### src/rtl/dac_wave_sequencer_if.sv
// Control and status bundle between a host and the DAC wave sequencer.
// The host drives the commands and FIFO samples; the sequencer reports the DAC code, tick and FIFO/error status.
interface dac_wave_sequencer_if #(
   parameter int DEPTH = 16
);
   localparam int CW = $clog2(DEPTH) + 1;

   logic          ena;
   logic [7:0]    data_in;
   logic          wr_en;
   logic          load_div;
   logic [1:0]    mode;
   logic          start;
   logic          stop;
   logic          clear_flags;
   logic [7:0]    dac_code;
   logic          tick;
   logic          busy;
   logic [CW-1:0] fifo_count;
   logic          fifo_full;
   logic          fifo_empty;
   logic          overflow;
   logic          underrun;

   modport master (
      output ena, data_in, wr_en, load_div, mode, start, stop, clear_flags,
      input  dac_code, tick, busy, fifo_count, fifo_full, fifo_empty, overflow, underrun
   );

   modport slave (
      input  ena, data_in, wr_en, load_div, mode, start, stop, clear_flags,
      output dac_code, tick, busy, fifo_count, fifo_full, fifo_empty, overflow, underrun
   );
endinterface

### src/rtl/dac_wave_sequencer.sv
// R2R DAC code sequencer: direct, ramp, triangle or FIFO playback, one new code per divided tick.
// DEPTH must be a power of two, at least 2.
module dac_wave_sequencer #(
   parameter int         DEPTH     = 16,
   parameter logic [7:0] DIV_RESET = 8'd9
) (
   input logic                clk,
   input logic                rst_n,
   dac_wave_sequencer_if.slave bus
);
   localparam int                PW       = $clog2(DEPTH);
   localparam int                CW       = PW + 1;
   localparam logic [CW-1:0]     FULL_CNT = CW'(DEPTH);

   typedef enum logic {IDLE = 1'b0, RUN = 1'b1} state_t;
   typedef enum logic [1:0] {
      MODE_DIRECT = 2'b00,
      MODE_RAMP   = 2'b01,
      MODE_TRI    = 2'b10,
      MODE_FIFO   = 2'b11
   } mode_t;

   state_t        state, state_next;
   mode_t         mode;
   logic [7:0]    div_reg, div_cnt, dac_code, code_next;
   logic          dir_up, dir_next;
   logic [7:0]    mem [DEPTH];
   logic [PW-1:0] wr_ptr, rd_ptr;
   logic [CW-1:0] count;
   logic          overflow, underrun;
   logic          tick, fifo_full, fifo_empty, play, pop, push, ovf_ev, und_ev;
   logic          run_entry, idle_entry;

   assign mode = mode_t'(bus.mode);

   always_ff @(posedge clk) begin
      if (!rst_n) state <= IDLE;
      else        state <= state_next;
   end

   // NOTE: every signal written in an always_comb gets a default first, so no path can infer a latch.
   always_comb begin
      state_next = state;
      if (!bus.ena)                        state_next = IDLE;
      else if (bus.stop)                   state_next = IDLE;
      else if (bus.start && state == IDLE) state_next = RUN;
   end

   assign run_entry  = (state == IDLE) && (state_next == RUN);
   assign idle_entry = (state == RUN)  && (state_next == IDLE);

   assign tick       = (state == RUN) && (div_cnt == 8'd0);
   assign fifo_full  = (count == FULL_CNT);
   assign fifo_empty = (count == '0);

   // A pop frees a slot in the same edge, so a push into a full FIFO is only dropped without one.
   assign play   = tick && (mode == MODE_FIFO);
   assign pop    = play && !fifo_empty;
   assign und_ev = play && fifo_empty;
   assign push   = bus.wr_en && (!fifo_full || pop);
   assign ovf_ev = bus.wr_en && fifo_full && !pop;

   always_comb begin
      code_next = dac_code;
      dir_next  = dir_up;
      unique case (mode)
         MODE_DIRECT: code_next = bus.data_in;
         MODE_RAMP:   code_next = dac_code + 8'd1;
         MODE_TRI: begin
            if (dir_up) begin
               if (dac_code == 8'hFF) begin
                  code_next = 8'hFE;
                  dir_next  = 1'b0;
               end else begin
                  code_next = dac_code + 8'd1;
               end
            end else begin
               if (dac_code == 8'h00) begin
                  code_next = 8'h01;
                  dir_next  = 1'b1;
               end else begin
                  code_next = dac_code - 8'd1;
               end
            end
         end
         MODE_FIFO:   if (!fifo_empty) code_next = mem[rd_ptr];
         default:     code_next = dac_code;
      endcase
   end

   // NOTE: state registers use non-blocking assignments so every flop samples pre-edge values.
   always_ff @(posedge clk) begin
      if (!rst_n) begin
         div_reg  <= DIV_RESET;
         div_cnt  <= 8'd0;
         dac_code <= 8'h00;
         dir_up   <= 1'b1;
         wr_ptr   <= '0;
         rd_ptr   <= '0;
         count    <= '0;
         overflow <= 1'b0;
         underrun <= 1'b0;
      end else begin
         if (bus.load_div) div_reg <= bus.data_in;

         // A divisor load restarts the phase immediately with the new value.
         if (bus.load_div)           div_cnt <= bus.data_in;
         else if (run_entry || tick) div_cnt <= div_reg;
         else if (state == RUN)      div_cnt <= div_cnt - 8'd1;

         if (tick) dac_code <= code_next;

         if (idle_entry) dir_up <= 1'b1;
         else if (tick)  dir_up <= dir_next;

         if (push) wr_ptr <= wr_ptr + PW'(1);
         if (pop)  rd_ptr <= rd_ptr + PW'(1);
         unique case ({push, pop})
            2'b10:   count <= count + CW'(1);
            2'b01:   count <= count - CW'(1);
            default: count <= count;
         endcase

         // A new error event in the clearing cycle keeps the flag set.
         overflow <= ovf_ev || (overflow && !bus.clear_flags);
         underrun <= und_ev || (underrun && !bus.clear_flags);
      end
   end

   // NOTE: sample storage has no reset; reset empties the FIFO through the pointers and count alone.
   always_ff @(posedge clk) begin
      if (push) mem[wr_ptr] <= bus.data_in;
   end

   assign bus.dac_code   = dac_code;
   assign bus.tick       = tick;
   assign bus.busy       = (state == RUN);
   assign bus.fifo_count = count;
   assign bus.fifo_full  = fifo_full;
   assign bus.fifo_empty = fifo_empty;
   assign bus.overflow   = overflow;
   assign bus.underrun   = underrun;
endmodule

### src/flat_wrapper.sv
// flat-port wrapper written by rule: the top's interface ports become plain ports
module dac_wave_sequencer_flat 
#(
   parameter int         DEPTH     = 16,
   parameter logic [7:0] DIV_RESET = 8'd9
)
  (clk, rst_n, bus_ena, bus_data_in, bus_wr_en, bus_load_div, bus_mode, bus_start, bus_stop, bus_clear_flags, bus_dac_code, bus_tick, bus_busy, bus_fifo_count, bus_fifo_full, bus_fifo_empty, bus_overflow, bus_underrun);
  dac_wave_sequencer_if #(.DEPTH(DEPTH)) bus_i ();
  input logic clk;
  input logic rst_n;
  input wire logic [$bits(bus_i.ena)-1:0] bus_ena;
  input wire logic [$bits(bus_i.data_in)-1:0] bus_data_in;
  input wire logic [$bits(bus_i.wr_en)-1:0] bus_wr_en;
  input wire logic [$bits(bus_i.load_div)-1:0] bus_load_div;
  input wire logic [$bits(bus_i.mode)-1:0] bus_mode;
  input wire logic [$bits(bus_i.start)-1:0] bus_start;
  input wire logic [$bits(bus_i.stop)-1:0] bus_stop;
  input wire logic [$bits(bus_i.clear_flags)-1:0] bus_clear_flags;
  output wire logic [$bits(bus_i.dac_code)-1:0] bus_dac_code;
  output wire logic [$bits(bus_i.tick)-1:0] bus_tick;
  output wire logic [$bits(bus_i.busy)-1:0] bus_busy;
  output wire logic [$bits(bus_i.fifo_count)-1:0] bus_fifo_count;
  output wire logic [$bits(bus_i.fifo_full)-1:0] bus_fifo_full;
  output wire logic [$bits(bus_i.fifo_empty)-1:0] bus_fifo_empty;
  output wire logic [$bits(bus_i.overflow)-1:0] bus_overflow;
  output wire logic [$bits(bus_i.underrun)-1:0] bus_underrun;
  assign bus_i.ena = bus_ena;
  assign bus_i.data_in = bus_data_in;
  assign bus_i.wr_en = bus_wr_en;
  assign bus_i.load_div = bus_load_div;
  assign bus_i.mode = bus_mode;
  assign bus_i.start = bus_start;
  assign bus_i.stop = bus_stop;
  assign bus_i.clear_flags = bus_clear_flags;
  assign bus_dac_code = bus_i.dac_code;
  assign bus_tick = bus_i.tick;
  assign bus_busy = bus_i.busy;
  assign bus_fifo_count = bus_i.fifo_count;
  assign bus_fifo_full = bus_i.fifo_full;
  assign bus_fifo_empty = bus_i.fifo_empty;
  assign bus_overflow = bus_i.overflow;
  assign bus_underrun = bus_i.underrun;
  dac_wave_sequencer #(.DEPTH(DEPTH), .DIV_RESET(DIV_RESET)) u_core (.clk(clk), .rst_n(rst_n), .bus(bus_i));
endmodule
### config.mk
export PLATFORM = sky130hd
export DESIGN_NAME = dac_wave_sequencer_flat
export DESIGN_NICKNAME = d
export VERILOG_FILES = /design/src/rtl/dac_wave_sequencer_if.sv /design/src/rtl/dac_wave_sequencer.sv /design/src/flat_wrapper.sv
export SDC_FILE = /design/constraint.sdc
export NUM_CORES = 1
export LEC_CHECK = 0
export CORE_ASPECT_RATIO = 2
export CORE_UTILIZATION = 54
export DETAILED_ROUTE_END_ITERATION = 12
export MAX_ROUTING_LAYER = met4
export PLACE_DENSITY = 0.75
export SLEW_MARGIN = 10
export SYNTH_ARGS = -nofsm -noshare
export SYNTH_HDL_FRONTEND = slang
export SYNTH_SLANG_ARGS = --single-unit
### constraint.sdc
create_clock -name clk -period 2.6 [get_ports clk]
set_input_delay 0.52 -clock clk [delete_from_list [all_inputs] [get_ports clk]]
set_output_delay 0.52 -clock clk [all_outputs]
set_load 0.02 [all_outputs]
Yosys cells after proc, flatten, opt, wreduce, memory -nomap -nowiden

Memories as Yosys holds them, arrays and structs flattened. A register that Yosys moved wholly into a read port is not among the register bits.
Index checks and enable logic that the tools add are counted.

Register bits after elaboration: 41
Latch bits: 0
Bits in writable memories: 128
ROM bits: 0
Bits of input ports: 18
Output and inout port bits: 19
Memories: 1

$add $sub $neg: 7
$mul: 0
Divide/modulo/power cells: 0
Magnitude comparators: 0
Equality and inequality tests: 8
Shift-type cells: 0
Multiplexer cells: 19
Bitwise logic cells: 3
Reductions and logical operators: 29

Memories:

| memory     | depth | width | rd ports | clocked after memory_dff | write ports | line                     | RTL |
|---|---|---|---|---|---|---|---|
| u_core.mem | 16    | 8     | 1        | 1                        | 1           | dac_wave_sequencer.sv:27 | `logic [7:0] mem [DEPTH];` |

Operator list:

| operator                                                              | count |
|---|---|
| 8-bit 2-to-1 mux                                                      | 7 |
| 8-bit case mux with 4 select lines                                    | 1 |
| 8-bit logical NOT                                                     | 2 |
| 8-bit by 1-bit subtractor with 8-bit output, second input constant    | 2 |
| 1-bit logical AND                                                     | 12 |
| 5-bit case mux with 2 select lines                                    | 1 |
| 4-bit by 1-bit adder with 4-bit output, second input constant         | 2 |
| 8-bit by 1-bit adder with 8-bit output, second input constant         | 1 |
| 8-bit equality test, second input constant                            | 1 |
| 1-bit 2-to-1 mux                                                      | 8 |
| 4-bit 2-to-1 mux                                                      | 2 |
| 2-bit equality test, second input constant                            | 3 |
| 5-bit by 1-bit adder with 5-bit output, second input constant         | 1 |
| 5-bit equality test, second input constant                            | 1 |
| 5-bit logical NOT                                                     | 1 |
| 5-bit by 1-bit subtractor with 5-bit output, second input constant    | 1 |
| 2-bit by 1-bit equality test with 1-bit output, second input constant | 2 |
| 1-bit logical NOT                                                     | 4 |
| 1-bit logical OR                                                      | 4 |
| 2-bit AND reduction                                                   | 2 |
| 1-bit inverter                                                        | 3 |
| 3-bit nonzero test                                                    | 1 |
| 2-bit logical NOT                                                     | 1 |
| 2-bit != test, second input constant                                  | 1 |
| 2 further kinds                                                       | 2 |

Logic depth before layout (Yosys ltp)

Gate-level depths: netlist (run 1).

Word-level depth: 9
Depth in mapped cells: 11

Least setup slack after synthesis (run 1)

Ideal clock, no wire load.

Path type: in2reg
Start: input port bus_mode[0]
End: memory u_core.mem[0][0], enable pin
Arrival: 2.386 ns
Data required time: 2.217 ns
Path slack: -0.169 ns
Cell stages on the path: 7
Path through: buf_4 -> and2_4 -> clkbuf_1 -> nand3_1 -> a21oi_1 -> nand2_1 -> nor3_1

Word-level cells in the longest chain between the ends: 7

Ends and longest elaborated chain:

| what                                   | line                      | RTL |
|---|---|---|
| start, declared                        | flat_wrapper.sv:15        | `input wire logic [$bits(bus_i.mode)-1:0] bus_mode;` |
| 2-bit equality test                    | dac_wave_sequencer.sv:57  | `assign play = tick && (mode == MODE_FIFO);` |
| 1-bit logical AND                      | dac_wave_sequencer.sv:57  |  |
| 1-bit logical AND                      | dac_wave_sequencer.sv:58  | `assign pop = play && !fifo_empty;` |
| 1-bit logical OR                       | dac_wave_sequencer.sv:60  | `assign push = bus.wr_en && (!fifo_full \|\| pop);` |
| 1-bit logical AND                      | dac_wave_sequencer.sv:60  |  |
| 1-bit 2-to-1 mux                       | dac_wave_sequencer.sv:132 | `if (push) mem[wr_ptr] <= bus.data_in;` |
| 1-bit 2-to-1 mux (implied by the code) | dac_wave_sequencer.sv:132 |  |
| end, declared                          | dac_wave_sequencer.sv:27  |  |

No other way between the ends.

Worst setup path in the final report (run 1)

Start: register u_core.div_cnt[0]
End: output port bus_tick

Word-level cells in the longest chain between the ends: 2

Ends and longest elaborated chain:

| what                   | line                      | RTL |
|---|---|---|
| start, declared        | dac_wave_sequencer.sv:25  | `logic [7:0] div_reg, div_cnt, dac_code, code_next;` |
| start signal, assigned | dac_wave_sequencer.sv:107 | `if (bus.load_div) div_cnt <= bus.data_in;` |
| start signal, assigned | dac_wave_sequencer.sv:108 | `else if (run_entry \|\| tick) div_cnt <= div_reg;` |
| start signal, assigned | dac_wave_sequencer.sv:109 | `else if (state == RUN) div_cnt <= div_cnt - 8'd1;` |
| 8-bit logical NOT      | dac_wave_sequencer.sv:52  | `assign tick = (state == RUN) && (div_cnt == 8'd0);` |
| 1-bit logical AND      | dac_wave_sequencer.sv:52  |  |
| end, declared          | flat_wrapper.sv:20        | `output wire logic [$bits(bus_i.tick)-1:0] bus_tick;` |

No other way between the ends.

==> impl_metrics.csv, run 1 <==
group,metric,value,unit
global_route,grt-ovfl-total,0,
worst_setup_path,setup.worst_path.class,"reg -> out",
synthesis,synth_warnings,0,
global_route,grt_max_degree,31,
worst_setup_path,worstPathArrival,1.98,ns
synthesis,synthDistinctLibCells,69,
timing,setup_viol,0,
pwr,powerDensity,631,nW/µm²
layout,largest_reg_flops,128,
placement,place_inst,832,
layout,insertedDiodeCount,0,
timing,worst-slew-pin-transition,0.664,ns
cts,cts_tree,"done",
worst_setup_path,path_cells,"inv_1 > ha_1 > and4bb_2 > nand2_1 > inv_2 > dlygate4sd2_1",
synthesis,yosysSeqAreaShare,60.6,%
global_route,antenna_found_initial,0,
timing,finalMaxSlewViolations,0,
cts,hold_buffers,0,
route,drc,0,
synthesis,synthCells,578,
synthesis,yosysTopAreaCell,"edfxtp_1",
timing,hold_violations,0,
floorplanning,start_util,55.7,%
worst_setup_path,rrSetupSlack,0.15,ns
route,initialDrtViolationCount,444,
layout,syn2layout_area_growth,19.3,%
layout,fin_nets,692,
synthesis,yosysMostFrequentCell,"edfxtp_1",
route,ant_nets,0,
placement,port_buffers,36,
layout,largest_register,"u_core.mem",
cts,post_cts_buffers,0,
synthesis,synth_edf_count,128,
cts,cts_buffers,17,
synthesis,synth_area_leaders,"edfxtp_1 49%, dfxtp_1 12%, mux4_2 9.2%",
synthesis,synth_nets,608,
worst_setup_path,worstPathMaxFanout,4,
worst_setup_path,critical_path.max_stage_delay,0.35,ns
global_route,grt_pass1_vias,5259,
worst_setup_path,required,2.08,ns
route,routedWlPerCell,22.2,µm
synthesis,netlist_area,7820,µm²
cts,cts_buffer_depth,2,
timing,fin_worst_skew,0.0113,ns
floorplanning,die_area,15000,µm²
pwr,max-vdd-ir-drop,0.000628,V
synthesis,ys_seq_elements,173,
cts,clk_pin_slew,0.07,ns
cts,h-tree-depth,4,
pwr,p_leak,3.20,nW
cts,clock-sinks,173,
floorplanning,fp-row-count,61,
placement,place.gp.congestion,0.992,
synthesis,synth_top_cell_area_share,49.1,%
placement,dp_hpwl,13.6,mm
worst_setup_path,start_kind,"flop",
cts,clk_latency,0.43,ns
route,first_pass_iters,5,
route,routed_wl,19.2,mm
synthesis,ys.flop_type,"edfxtp_1",
synthesis,async_reset_ff_share,0,%
synthesis,netlist_top_cells_count,"128 x edfxtp_1, 54 x nor2_1, 45 x dfxtp_1, 43 x nand2_1, 32 x mux4_2",
flow_run,drv_cap,0,
cts,cts_root_buffer,"clkbuf_16",
timing,slew_headroom,55.7,%
route,vias,5250,
worst_hold_path,hold_path.class,"reg -> reg",
timing,fmax,400,MHz
floorplanning,die_w,87.1,µm
status,status,"completed",
layout,layout-drive-gt1-share,22.7,%
worst_setup_path,crit_slowest_cell,"dfxtp_1",
timing,period_share,96.3,%
route,vias_per_cell,6.08,
timing,grt_setup_unrepaired,"no",
global_route,grt_first_pass_wirelength,29.2,mm
floorplanning,ios,37,
floorplanning,die_h,172,µm
layout,final_cells,864,
floorplanning,core,14000,µm²
synthesis,synth_area_per_cell,13.5,µm²
layout,final_area,9330,µm²
placement,place_area,8740,µm²
worst_setup_path,critPathCaptureType,"primary output",
global_route,grtUsageTotal,28.3,%
timing,period_needed,2.50,ns
==> final cells by class <==
| class | instances | area (µm²) |
|---|---|---|
| Clock buffer | 17 | 425 |
| Clock inverter | 15 | 145 |
| Fill cell | 1057 | 4710 |
| Inverter | 17 | 63.8 |
| Multi-Input combinational cell | 354 | 2860 |
| Sequential cell | 173 | 4750 |
| Tap cell | 189 | 236 |
| Timing Repair Buffer | 99 | 858 |
==> power breakdown <==
group | switching (W) | leakage (nW) | internal [W]
logic | 0.000236 | 1.40 | 0.000180
clock network | 0.00115 | 0.273 | 0.00127
registers | 0.0000401 | 1.52 | 0.00301
total | 0.00143 | 3.20 | 0.00446
==> placed cells by master, fill, tap and decap left out, drive strengths merged, types with 4 or more instances in the layout <==
cell           Yosys  final
mux2               4      4
edfxtp           128    128
o311ai             4      4
ha                12     12
o22ai              6      6
inv               17     24
a21oi             20     20
o21a               4      4
nor2              54     54
nand2b             8      8
a31oi              5      5
clkinv             0      5
nor3              16     16
nor4               9      9
clkdlybuf4s50      0     33
o211ai             6      6
dfxtp             45     45
xor2               7      7
a211oi             4      4
and2               5      5
xnor2             14     14
nand3             10     10
clkbuf            16     17
or4                4      4
nand2             43     43
or3                6      6
o21ai             15     15
o221a              4      4
mux4              32     32
mux2i             19     19
buf               17     63
o32ai              4      4
==> layer usage <==
metal	routed length [µm]	GRT usage (%)
met5	0	-
met4	765	14.3
met3	776	3.77
met2	10600	49.5
met1	7050	31.3
==> cells by family after synthesis <==
logic type	share of synthesized area [%]
AO/OA/AOI/OAI	8.65
buffers and inverters	3.15
multiplexers	12.2
flip-flops	60.6
AND/OR/NAND/NOR	11.1
XOR/XNOR	2.35
adder cells (fa/ha/maj)	1.92
==> timing repair <==
item,in CTS,in global routing
resized for setup,4,3
cloned,0,0
pin swaps,0,1
setup endpoints to repair,3,6
==> worst paths after layout <==
kind / start / endpoint / depth (start not counted)
max: u_core.div_cnt[0] / bus_tick / 6
min: u_core.div_reg[3] / u_core.div_reg[3] / 1
max reg2reg: u_core.bus.fifo_count[1] / u_core.bus.fifo_count[4] / 9
min reg2reg: u_core.div_reg[3] / u_core.div_reg[3] / 1
==> metrics by stage <==
step	utilization [%]	hold slack [ns]	worst slack, ns	TNS, ns	total power [W]
after global placement	62.3	0.450	-0.0291	-0.0291	0.00350
after CTS	66.4	0.471	0.0122	0	0.00591
final	66.4	0.470	0.0974	0	0.00589
after global routing	66.4	0.488	0.00853	0	0.00604
after detailed placement	62.3	0.454	-0.0223	-0.0223	0.00352
after floorplan	-	0.434	-0.167	-2.72	0.00333
==> critical path, delay by kind of cell, from the launching register on <==
family / cells / cell delay, ns
adders and majority gates: 1 / 0.17
buffers and inverters: 3 / 0.60
DFF: 1 / 0.35
and+or+nand+nor: 2 / 0.42
Power figures use the tool's default switching activity.
==> inputs of run 2 (changes only) <==
--- a/config.mk
+++ b/config.mk
@@ -6,11 +6,10 @@
 export NUM_CORES = 1
 export LEC_CHECK = 0
 export CORE_ASPECT_RATIO = 2
-export CORE_UTILIZATION = 54
+export CORE_UTILIZATION = 60
 export DETAILED_ROUTE_END_ITERATION = 12
 export MAX_ROUTING_LAYER = met4
-export PLACE_DENSITY = 0.75
-export SLEW_MARGIN = 10
+export PLACE_DENSITY = 0.79
 export SYNTH_ARGS = -nofsm -noshare
 export SYNTH_HDL_FRONTEND = slang
 export SYNTH_SLANG_ARGS = --single-unit
==> constraint.sdc (replaced) <==
create_clock -name clk -period 2.7 [get_ports clk]
set_input_delay 0.54 -clock clk [delete_from_list [all_inputs] [get_ports clk]]
set_output_delay 0.54 -clock clk [all_outputs]
set_load 0.02 [all_outputs]
==> run 2 against run 1 <==
  * Flip-flop and latch count did not move
  * Worst setup slack improved by 0.032 ns
  * Register-to-register slack barely moved
  * Core utilization rose by 6.5 points
  * Largest power group unchanged
  * Critical path type unchanged
  * Combinational power fell by 1%
==> impl_metrics.csv, run 2 (synthesis gave the netlist of run 1 again) <==
group,metric,value,unit
status,status,"completed",
layout,syn2layout_area_growth,17.8,%
cts,cts_root_buffer,"clkbuf_16",
timing,fmax,389,MHz
timing,worst-slew-pin-transition,1.10,ns
pwr,power_frac_comb,7.1,%
worst_setup_path,rrSetupSlack,0.14,ns
worst_setup_path,worstPathMaxFanout,4,
floorplanning,fp-row-count,58,
global_route,grt_max_degree,31,
placement,place_inst,782,
worst_setup_path,worstPathArrival,2.03,ns
placement,place.gp.congestion,1.00,
layout,final_cells,815,
route,routed_wl,19.8,mm
timing,finalMaxSlewViolations,0,
layout,largest_register,"u_core.mem",
cts,clk_pin_slew,0.07,ns
flow_run,drv_cap,0,
layout,fin_nets,682,
floorplanning,die_w,82.7,µm
route,first_pass_iters,7,
cts,cts_buffers,17,
timing,fin_worst_skew,0.0131,ns
worst_setup_path,setup.worst_path.class,"reg -> out",
layout,mostFrequentLayoutCell,"edfxtp_1",
pwr,switching_share,25.1,%
cts,hold_buffers,0,
worst_setup_path,required,2.16,ns
cts,h-tree-depth,4,
placement,dp_hpwl,13.8,mm
pwr,max-vdd-ir-drop,0.000636,V
global_route,grt_pass1_vias,5384,
global_route,grt-ovfl-total,0,
placement,port_buffers,36,
floorplanning,die_h,163,µm
timing,setup_viol,0,
floorplanning,die_area,13500,µm²
pwr,p_seq_share,50.9,%
route,drc,0,
layout,final_cell_mix,"128 x edfxtp_1, 54 x nor2_1, 51 x buf_4",
pwr,powerDensity,625,nW/µm²
route,initialDrtViolationCount,479,
route,vias,5406,
route,vias_per_cell,6.63,
worst_setup_path,critPathCaptureType,"primary output",
layout,final_area,9220,µm²
timing,period_share,95.2,%
placement,place_area,8610,µm²
route,ant_nets,0,
worst_hold_path,hold_path.class,"reg -> reg",
cts,clock-sinks,173,
pwr,finalPower,0.00576,W
pwr,p_clk_share,42.0,%
timing,period_needed,2.57,ns
floorplanning,start_util,62.0,%
global_route,antenna_found_initial,0,
timing,grt_setup_unrepaired,"no",
route,routedWlPerCell,24.3,µm
timing,hold_violations,0,
global_route,grt_first_pass_wirelength,30.4,mm
pwr,intPower,0.00432,W
timing,slew_headroom,26.4,%
floorplanning,ios,37,
cts,cts_tree,"done",
floorplanning,core,12600,µm²
cts,cts_buffer_depth,2,
layout,insertedDiodeCount,0,
cts,clk_latency,0.43,ns
layout,utilization,73.0,%
pwr,p_leak,3.14,nW
pwr,switchingPower,0.00144,W
worst_setup_path,start_kind,"flop",
layout,largest_reg_flops,128,
global_route,grtUsageTotal,33.4,%
layout,layout-drive-gt1-share,21.1,%
run 2: cell types whose count changed in the layout (fill, tap and decap cells not counted), sizes merged:
cell          change
buf              -10
clkinv            +1
dlygate4sd2       +1
dlymetal6s2s      -1
clkinvlp          -2
clkbuf            +1
run 2: power groups by stage:
stage,combinational [W],sequential [W],clock (W)
after floorplan,0.000218,0.00299,0
after global placement,0.000383,0.00299,0
after detailed placement,0.000396,0.00299,0
after CTS,0.000404,0.00293,0.00243
after global routing,0.000438,0.00294,0.00253
final,0.000409,0.00294,0.00242
run 2: metrics by stage:
step	TNS [ns]	hold WS [ns]	worst slack (ns)
global placement	0	0.450	0.0473
detailed placement	-0.00504	0.458	-0.00504
CTS	0	0.469	0.168
finish	0	0.470	0.129
floorplan	-1.40	0.434	-0.0872
global route	0	0.485	0.0482
run 2: area by class of cell:
class                           count  area [µm²]
Clock buffer                       18         429
Clock inverter                     14         166
Fill cell                         818        3410
Inverter                           17        63.8
Multi-Input combinational cell    354        2840
Sequential cell                   173        4750
Tap cell                          150         188
Timing Repair Buffer               89         779
run 2: path summary, 6_finish.rpt:
check | depth (start not counted) | startpoint | endpoint
hold reg to reg | 2 | u_core.div_reg[1] | u_core.div_reg[1]
setup reg to reg | 7 | u_core.div_cnt[0] | u_core.div_cnt[7]
setup / recovery | 6 | u_core.div_cnt[0] | bus_tick
hold / removal | 2 | u_core.div_reg[1] | u_core.div_reg[1]
run 2: worst max-delay path: stages (launching register included):
cell	delay [ns]
dfxtp_1	0.35
inv_1	0.10
ha_1	0.17
and4bb_2	0.32
nand2_1	0.09
inv_1	0.21
dlygate4sd2_1	0.37
run 2: repair_timing:
action	in CTS	in global routing
setup buffers	1	0
endpoints found under the setup margin	3	0
gates resized for setup	4	0
run 2: metal layers:
layer,GRT usage [%],part of all wire [%],vias to the layer above
li1,-,-,2382
met1,36.4,34,2663
met2,54.1,54,277
met3,7.37,6.2,84
met4,20.1,5.7,0
met5,-,0,-
